===== src/rtl/charge_session_if.sv =====
// Front-panel inputs and display-path outputs of the charge session controller.
interface charge_session_if;
  logic       power_sw;
  logic       coin_1;
  logic       coin_5;
  logic       confirm;
  logic       cancel;
  logic       tick;
  logic [3:0] money_1;
  logic [3:0] money_2;
  logic [3:0] time_1;
  logic [3:0] time_2;
  logic [2:0] current_state;
  logic       no_display;
  logic       LT;
  logic       RBI;
  logic       BI;
  logic       coin_reject;

  modport master (
    output power_sw, coin_1, coin_5, confirm, cancel, tick,
    input  money_1, money_2, time_1, time_2, current_state,
           no_display, LT, RBI, BI, coin_reject
  );

  modport slave (
    input  power_sw, coin_1, coin_5, confirm, cancel, tick,
    output money_1, money_2, time_1, time_2, current_state,
           no_display, LT, RBI, BI, coin_reject
  );
endinterface


===== src/rtl/charge_session_ctrl.sv =====
// Session controller for the coin-operated charger: coin entry, countdown, display control.
// Optional lamp-test state after power-on is built when LAMP_TEST_EN is defined.
module charge_session_ctrl #(
  parameter int unsigned MAX_MONEY     = 20,
  parameter int unsigned TIME_PER_UNIT = 2,
  parameter int unsigned IDLE_TIMEOUT  = 10,
  parameter int unsigned DONE_TICKS    = 5,
  parameter int unsigned LT_TICKS      = 3
) (
  input  logic              clk,
  input  logic              rst_n,
  charge_session_if.slave   bus
);

  localparam int unsigned VAL_W   = 7;
  localparam int unsigned MAX_AB  = (IDLE_TIMEOUT > DONE_TICKS) ? IDLE_TIMEOUT : DONE_TICKS;
  localparam int unsigned CNT_MAX = (MAX_AB > LT_TICKS) ? MAX_AB : LT_TICKS;
  localparam int unsigned CNT_W   = $clog2(CNT_MAX + 1);

  typedef enum logic [2:0] {
    S_IDLE   = 3'd0,
    S_READY  = 3'd1,
    S_INPUT  = 3'd2,
    S_CHARGE = 3'd3,
    S_DONE   = 3'd4
`ifdef LAMP_TEST_EN
    , S_LAMP = 3'd5
`endif
  } state_e;

  state_e             state_q, state_d;
  logic [3:0]         m1_q, m2_q, t1_q, t2_q;
  logic [3:0]         m1_d, m2_d, t1_d, t2_d;
  logic [CNT_W-1:0]   cnt_q, cnt_d;
  logic               reject_q, reject_d;
  logic               no_display_q, no_display_d;
  logic               bi_q, bi_d;
  logic               lt_q, lt_d;

  logic [VAL_W-1:0]   money_v, time_v, money_sum, time_sum;
  logic [VAL_W-1:0]   money_v_d, time_v_d;
  logic [2:0]         coin_sum;
  logic               coin_any, coin_over, idle_expired;

  // Arithmetic is done on binary values, then split back into BCD digits
  assign money_v   = VAL_W'(m1_q) * VAL_W'(10) + VAL_W'(m2_q);
  assign time_v    = VAL_W'(t1_q) * VAL_W'(10) + VAL_W'(t2_q);
  assign coin_sum  = (bus.coin_1 ? 3'd1 : 3'd0) + (bus.coin_5 ? 3'd5 : 3'd0);
  assign coin_any  = bus.coin_1 | bus.coin_5;
  assign money_sum = money_v + VAL_W'(coin_sum);
  assign time_sum  = time_v + VAL_W'(32'(coin_sum) * TIME_PER_UNIT);
  assign coin_over = 32'(money_sum) > MAX_MONEY;
  assign idle_expired = (32'(cnt_q) + 32'd1) >= IDLE_TIMEOUT;

  always_comb begin
    state_d   = state_q;
    money_v_d = money_v;
    time_v_d  = time_v;
    cnt_d     = cnt_q;
    reject_d  = 1'b0;

    if (!bus.power_sw) begin
      state_d   = S_IDLE;
      money_v_d = '0;
      time_v_d  = '0;
      cnt_d     = '0;
    end else begin
      case (state_q)
        S_IDLE: begin
          money_v_d = '0;
          time_v_d  = '0;
          cnt_d     = '0;
`ifdef LAMP_TEST_EN
          state_d   = S_LAMP;
`else
          state_d   = S_READY;
`endif
        end
`ifdef LAMP_TEST_EN
        S_LAMP: begin
          if (bus.tick) begin
            if ((32'(cnt_q) + 32'd1) >= LT_TICKS) begin
              state_d = S_READY;
              cnt_d   = '0;
            end else begin
              cnt_d = cnt_q + CNT_W'(1);
            end
          end
        end
`endif
        S_READY: begin
          if (!bus.cancel && !bus.confirm && coin_any) begin
            if (coin_over) begin
              reject_d = 1'b1;
            end else begin
              state_d   = S_INPUT;
              money_v_d = money_sum;
              time_v_d  = time_sum;
              cnt_d     = '0;
            end
          end
        end
        S_INPUT: begin
          if (bus.cancel) begin
            state_d   = S_READY;
            money_v_d = '0;
            time_v_d  = '0;
            cnt_d     = '0;
          end else if (bus.confirm) begin
            cnt_d = '0;
            if (money_v != '0) state_d = S_CHARGE;
          end else if (coin_any) begin
            cnt_d = '0;
            if (coin_over) begin
              reject_d = 1'b1;
            end else begin
              money_v_d = money_sum;
              time_v_d  = time_sum;
            end
          end else if (bus.tick) begin
            if (idle_expired) begin
              state_d   = S_READY;
              money_v_d = '0;
              time_v_d  = '0;
              cnt_d     = '0;
            end else begin
              cnt_d = cnt_q + CNT_W'(1);
            end
          end
        end
        S_CHARGE: begin
          if (bus.cancel) begin
            state_d   = S_DONE;
            money_v_d = '0;
            time_v_d  = '0;
            cnt_d     = '0;
          end else begin
            reject_d = coin_any;
            if (bus.tick) begin
              if (time_v <= VAL_W'(1)) begin
                state_d   = S_DONE;
                money_v_d = '0;
                time_v_d  = '0;
                cnt_d     = '0;
              end else begin
                time_v_d = time_v - VAL_W'(1);
              end
            end
          end
        end
        S_DONE: begin
          money_v_d = '0;
          time_v_d  = '0;
          if (bus.tick) begin
            if ((32'(cnt_q) + 32'd1) >= DONE_TICKS) begin
              state_d = S_READY;
              cnt_d   = '0;
            end else begin
              cnt_d = cnt_q + CNT_W'(1);
            end
          end
        end
        default: begin
          state_d   = S_IDLE;
          money_v_d = '0;
          time_v_d  = '0;
          cnt_d     = '0;
        end
      endcase
    end

    m1_d = 4'(money_v_d / VAL_W'(10));
    m2_d = 4'(money_v_d % VAL_W'(10));
    t1_d = 4'(time_v_d / VAL_W'(10));
    t2_d = 4'(time_v_d % VAL_W'(10));

    // Decoder controls follow the state being entered so they stay in step with the digits
    no_display_d = (state_d == S_IDLE);
    bi_d         = (state_d != S_IDLE);
`ifdef LAMP_TEST_EN
    lt_d         = (state_d != S_LAMP);
`else
    lt_d         = 1'b1;
`endif
  end

  always_ff @(posedge clk or negedge rst_n) begin
    if (!rst_n) begin
      state_q      <= S_IDLE;
      m1_q         <= '0;
      m2_q         <= '0;
      t1_q         <= '0;
      t2_q         <= '0;
      cnt_q        <= '0;
      reject_q     <= 1'b0;
      no_display_q <= 1'b1;
      bi_q         <= 1'b0;
      lt_q         <= 1'b1;
    end else begin
      state_q      <= state_d;
      m1_q         <= m1_d;
      m2_q         <= m2_d;
      t1_q         <= t1_d;
      t2_q         <= t2_d;
      cnt_q        <= cnt_d;
      reject_q     <= reject_d;
      no_display_q <= no_display_d;
      bi_q         <= bi_d;
      lt_q         <= lt_d;
    end
  end

  assign bus.money_1       = m1_q;
  assign bus.money_2       = m2_q;
  assign bus.time_1        = t1_q;
  assign bus.time_2        = t2_q;
  assign bus.current_state = state_q;
  assign bus.no_display    = no_display_q;
  assign bus.BI            = bi_q;
  assign bus.LT            = lt_q;
  assign bus.RBI           = 1'b1;
  assign bus.coin_reject   = reject_q;

endmodule


===== src/flat_wrapper.sv =====
// flat-port wrapper written by rule: the top's interface ports become plain ports
module charge_session_ctrl_flat 
#(
  parameter int unsigned MAX_MONEY     = 20,
  parameter int unsigned TIME_PER_UNIT = 2,
  parameter int unsigned IDLE_TIMEOUT  = 10,
  parameter int unsigned DONE_TICKS    = 5,
  parameter int unsigned LT_TICKS      = 3
)
  (clk, rst_n, bus_power_sw, bus_coin_1, bus_coin_5, bus_confirm, bus_cancel, bus_tick, bus_money_1, bus_money_2, bus_time_1, bus_time_2, bus_current_state, bus_no_display, bus_LT, bus_RBI, bus_BI, bus_coin_reject);
  charge_session_if bus_i ();
  input  logic clk;
  input  logic rst_n;
  input wire logic [$bits(bus_i.power_sw)-1:0] bus_power_sw;
  input wire logic [$bits(bus_i.coin_1)-1:0] bus_coin_1;
  input wire logic [$bits(bus_i.coin_5)-1:0] bus_coin_5;
  input wire logic [$bits(bus_i.confirm)-1:0] bus_confirm;
  input wire logic [$bits(bus_i.cancel)-1:0] bus_cancel;
  input wire logic [$bits(bus_i.tick)-1:0] bus_tick;
  output wire logic [$bits(bus_i.money_1)-1:0] bus_money_1;
  output wire logic [$bits(bus_i.money_2)-1:0] bus_money_2;
  output wire logic [$bits(bus_i.time_1)-1:0] bus_time_1;
  output wire logic [$bits(bus_i.time_2)-1:0] bus_time_2;
  output wire logic [$bits(bus_i.current_state)-1:0] bus_current_state;
  output wire logic [$bits(bus_i.no_display)-1:0] bus_no_display;
  output wire logic [$bits(bus_i.LT)-1:0] bus_LT;
  output wire logic [$bits(bus_i.RBI)-1:0] bus_RBI;
  output wire logic [$bits(bus_i.BI)-1:0] bus_BI;
  output wire logic [$bits(bus_i.coin_reject)-1:0] bus_coin_reject;
  assign bus_i.power_sw = bus_power_sw;
  assign bus_i.coin_1 = bus_coin_1;
  assign bus_i.coin_5 = bus_coin_5;
  assign bus_i.confirm = bus_confirm;
  assign bus_i.cancel = bus_cancel;
  assign bus_i.tick = bus_tick;
  assign bus_money_1 = bus_i.money_1;
  assign bus_money_2 = bus_i.money_2;
  assign bus_time_1 = bus_i.time_1;
  assign bus_time_2 = bus_i.time_2;
  assign bus_current_state = bus_i.current_state;
  assign bus_no_display = bus_i.no_display;
  assign bus_LT = bus_i.LT;
  assign bus_RBI = bus_i.RBI;
  assign bus_BI = bus_i.BI;
  assign bus_coin_reject = bus_i.coin_reject;
  charge_session_ctrl #(.MAX_MONEY(MAX_MONEY), .TIME_PER_UNIT(TIME_PER_UNIT), .IDLE_TIMEOUT(IDLE_TIMEOUT), .DONE_TICKS(DONE_TICKS), .LT_TICKS(LT_TICKS)) u_core (.clk(clk), .rst_n(rst_n), .bus(bus_i));
endmodule

===== config.mk =====
export PLATFORM = sky130hd
export DESIGN_NAME = charge_session_ctrl_flat
export DESIGN_NICKNAME = d
export VERILOG_FILES = /design/src/rtl/charge_session_if.sv /design/src/rtl/charge_session_ctrl.sv /design/src/flat_wrapper.sv
export SDC_FILE = /design/constraint.sdc
export NUM_CORES = 1
export LEC_CHECK = 0
export ABC_AREA = 1
export BUFFER_PORTS_ARGS = -buffer_cell sky130_fd_sc_hd__buf_2
export CORE_ASPECT_RATIO = 1.2
export CORE_MARGIN = 4
export CORE_UTILIZATION = 50
export DETAILED_ROUTE_END_ITERATION = 7
export HOLD_SLACK_MARGIN = 0.05
export PLACE_DENSITY = 0.69
export SKIP_CTS_REPAIR_TIMING = 1
export SYNTH_ARGS = -nofsm -noshare
export SYNTH_HDL_FRONTEND = slang
export SYNTH_SLANG_ARGS = --single-unit

===== constraint.sdc =====
create_clock -name clk -period 5.4 [get_ports clk]
set_input_delay 0.81 -clock clk [delete_from_list [all_inputs] [get_ports clk]]
set_output_delay 0.81 -clock clk [all_outputs]
set_load 0.01 [all_outputs]

==> summary.md <==
| Metric | Value |
|---|---|
| Status | `finished clean` |
| Initial antenna violation count | `0` |
| Max Cap Viol | `0` |
| Clk_lat worst skew | `0.27 ns` |
| Top sig layer | `met4` |
| Sequential power share | `24.0%` |
| Vias in the first global route | `3,633` |
| DRC errors left | `0` |
| I/O pins | `32` |
| Pin count of the biggest net entering global routing | `27` |
| First-pass GRT wire length | `16.3 mm` |
| WL/cell | `13.3 um` |
| Layout cell share with drive strength beyond 1 | `16.8%` |
| DP Area | `4000 sq um` |
| Placer Congestion | `0.890` |
| Mapped Area | `3770 sq um` |
| Post-route cell area | `4100 sq um` |
| Setup tns final | `0 ns` |
| Worst r2r src | `u_core.bus.money_1[0]` |
| Slew Limit Fails | `0` |
| Number of vias per cell | `5.48` |
| Final hold vios | `0` |
| Met1 wire length | `4.42 mm` |
| Ys Warns | `0` |
| Final nets | `670` |
| Pint | `0.513 mW` |
| Data required, critical path | `5.58 ns` |
| Worst-case reg-to-reg path depth | `37` |
| Yosys reg bits | `26` |
| Std-Cell Rows | `34` |
| CP arrival | `5.10 ns` |
| Worst path top cell family by delay | `simple AND/OR/NAND/NOR gates` |
| Vias | `3,926` |
| Initial Utilization | `51.8%` |
| VDD IR max | `168 uV` |
| Setup CP Type | `in2reg` |
| CP Launch Type | `input port` |
| CTS Buf Count | `3` |
| Core area | `7270 sq um` |
| Number of cells on the critical path | `37` |
| Worst slew pin tran | `0.764 ns` |
| CTS sink count | `26` |
| Async set or reset register ratio after synthesis | `100%` |
| CTS max path bufs | `2` |
| Min Tclk post-route | `4.92 ns` |
| Critical Path Max Stage Delay | `0.42 ns` |
| Setup crit start | `bus_coin_5` |
| Seq/Total Area, Yosys | `17.3%` |
| Crit path top cell by count | `nand2_1` |
| Area Overhead vs Synth | `8.67%` |
| Drt initial violations | `297` |
| Tot GR Track Use | `21.9%` |
| Critical-path top delay cell | `fa_1` |
| Synth cell types | `47` |
| Syn Area/Cell | `6.29 sq um` |
| Port Buffers | `29` |
| Die X | `87.3 um` |
| Max H-tree Level | `1` |
| Setup crit end kind | `register` |
| Die area | `9000 sq um` |
| Hold crit path type | `in2async` |
| Worst relative slew slack | `48.5%` |
| Crit path max fanout | `4` |
| Router iterations before antenna repair | `5` |
| Power density over the cells | `231 nW/um^2` |
| Met3 WL post-DR | `485 um` |
| Total congestion overflow | `0` |
| Wirelength, routed | `9.54 mm` |
| WP buf/inv | `5` |
| Switching Share | `45.6%` |
| Psw | `0.431 mW` |
| Mapped Cells | `599` |
| Skew final | `0.00677 ns` |
| Clock Power Share | `17.3%` |
| Die H | `103 um` |
| RSZ-0062 raised after global routing | `false` |
| Ant diodes | `0` |
| Max Clk Rate | `203 MHz` |
| Final ANT Viol Nets | `0` |
| CTS tree | `yes` |
| Clk root buf | `clkbuf_8` |
| Metal2 WL | `4.54 mm` |
| Static leakage | `2.25 nW` |
| Most used DFF post-synth | `dfrtp_1` |
| Final setup violation count | `0` |
| Clock slew at reported path FFs | `0.10 ns` |
| Number of synthesized flops with an enable pin | `0` |
| Post-DP HPWL | `7.85 mm` |
| Combinational Power Share | `58.7%` |
| Final period util | `91.1%` |
[layer usage]
metal / global-route usage (%) / up-vias
li1: - / 2006
met1: 29.5 / 1810
met2: 37.4 / 100
met3: 2.16 / 10
met4: 5.67 / 0
met5: 0 / -
[cells by family after synthesis]
family	after synthesis	share of synthesized area, %
buffers and inverters	97	10.1
adders and majority gates	35	12.8
xor gates and xnor gates	15	3.49
other	1	0.0995
AOI/OAI and AO/OA	77	12.4
and+or+nand+nor	348	43.9
DFF	26	17.3
[flip-flops by register name, summed over array words and instances, names as in the netlist]
register	count
u_core.bus.money_1	4
u_core.bus.money_2	4
u_core.bus.time_1	4
u_core.bus.time_2	4
u_core.cnt_q	4
u_core.bus.current_state	3
u_core.bus.BI	1
u_core.bus.coin_reject	1
u_core.bus.no_display	1
[power groups by stage]
| stage | clock, mW | combinational (mW) | sequential (mW) |
|---|---|---|---|
| floorplan | 0 | 0.390 | 0.236 |
| global placement | 0 | 0.540 | 0.231 |
| detailed placement | 0 | 0.543 | 0.231 |
| CTS | 0.166 | 0.547 | 0.227 |
| global route | 0.175 | 0.624 | 0.230 |
| finish | 0.164 | 0.554 | 0.227 |
[path summary, 6_finish.rpt]
check / to / slack, ns
min: u_core.bus.time_1[3] / 0.53
max reg2reg: u_core.bus.money_2[1] / 0.52
min reg2reg: u_core.cnt_q[3] / 0.58
min in group clk: u_core.cnt_q[3] / 0.58
max: u_core.bus.money_2[1] / 0.48
max in group asynchronous: u_core.cnt_q[1] / 4.47
[layout make-up]
class	count	area (sq um)
tap	90	113
fill	738	3180
clock buffer	3	41.3
sequential	26	652
timing repair buffer	31	160
inverter	88	330
clock inverter	1	30.0
multi-input combinational	477	2770
[through the flow]
stage	setup slack, ns	util [%]	instances	power, mW	hold WS, ns
detailed placement	0.200	54.9	712	0.775	0.562
floorplan	0.846	-	600	0.626	0.514
finish	0.481	56.3	716	0.944	0.534
global route	0.0545	56.3	716	1.03	0.569
global placement	0.303	54.9	712	0.771	0.549
CTS	0.447	55.9	716	0.941	0.548
[worst reg2reg max path, delay by kind of cell, from the launching register on]
kind | cells | cell delay [ns]
AOI/OAI and AO/OA | 1 | 0.18
adders and majority gates | 5 | 1.36
buffers and inverters | 4 | 0.40
DFF | 1 | 0.39
and+or+nand+nor | 27 | 2.47
[synthesized netlist by cell type, types with 4 or more instances]
| master | instances | area (sq um) |
|---|---|---|
| nand2_1 | 172 | 646 |
| inv_1 | 79 | 297 |
| nand3_1 | 59 | 295 |
| nor2_1 | 45 | 169 |
| a21oi_1 | 33 | 165 |
| ha_1 | 29 | 363 |
| dfrtp_1 | 25 | 626 |
| nand2_2 | 22 | 138 |
| o21ai_0 | 15 | 75.1 |
| nand4_1 | 11 | 68.8 |
| nand3_2 | 9 | 90.1 |
| xor2_1 | 9 | 78.8 |
| inv_2 | 8 | 30.0 |
| nor2_2 | 8 | 50.1 |
| nor3_1 | 8 | 40.0 |
| fa_1 | 6 | 120 |
| xnor2_1 | 6 | 52.6 |
| clkbuf_1 | 5 | 18.8 |
| a21oi_2 | 4 | 35.0 |
[cell usage in the layout, fill, tap and decap left out, drive strengths merged, types with 4 or more instances in the layout]
master and n:
dfrtp 25, xor2 9, inv 87, nor3 8, ha 29, o21ai 20
nor2 56, buf 31, nand4 13, fa 6, nand3b 4, xnor2 6
nand3 70, a21oi 37, nand2 196
No activity file was read; power rests on OpenSTA's default activity.
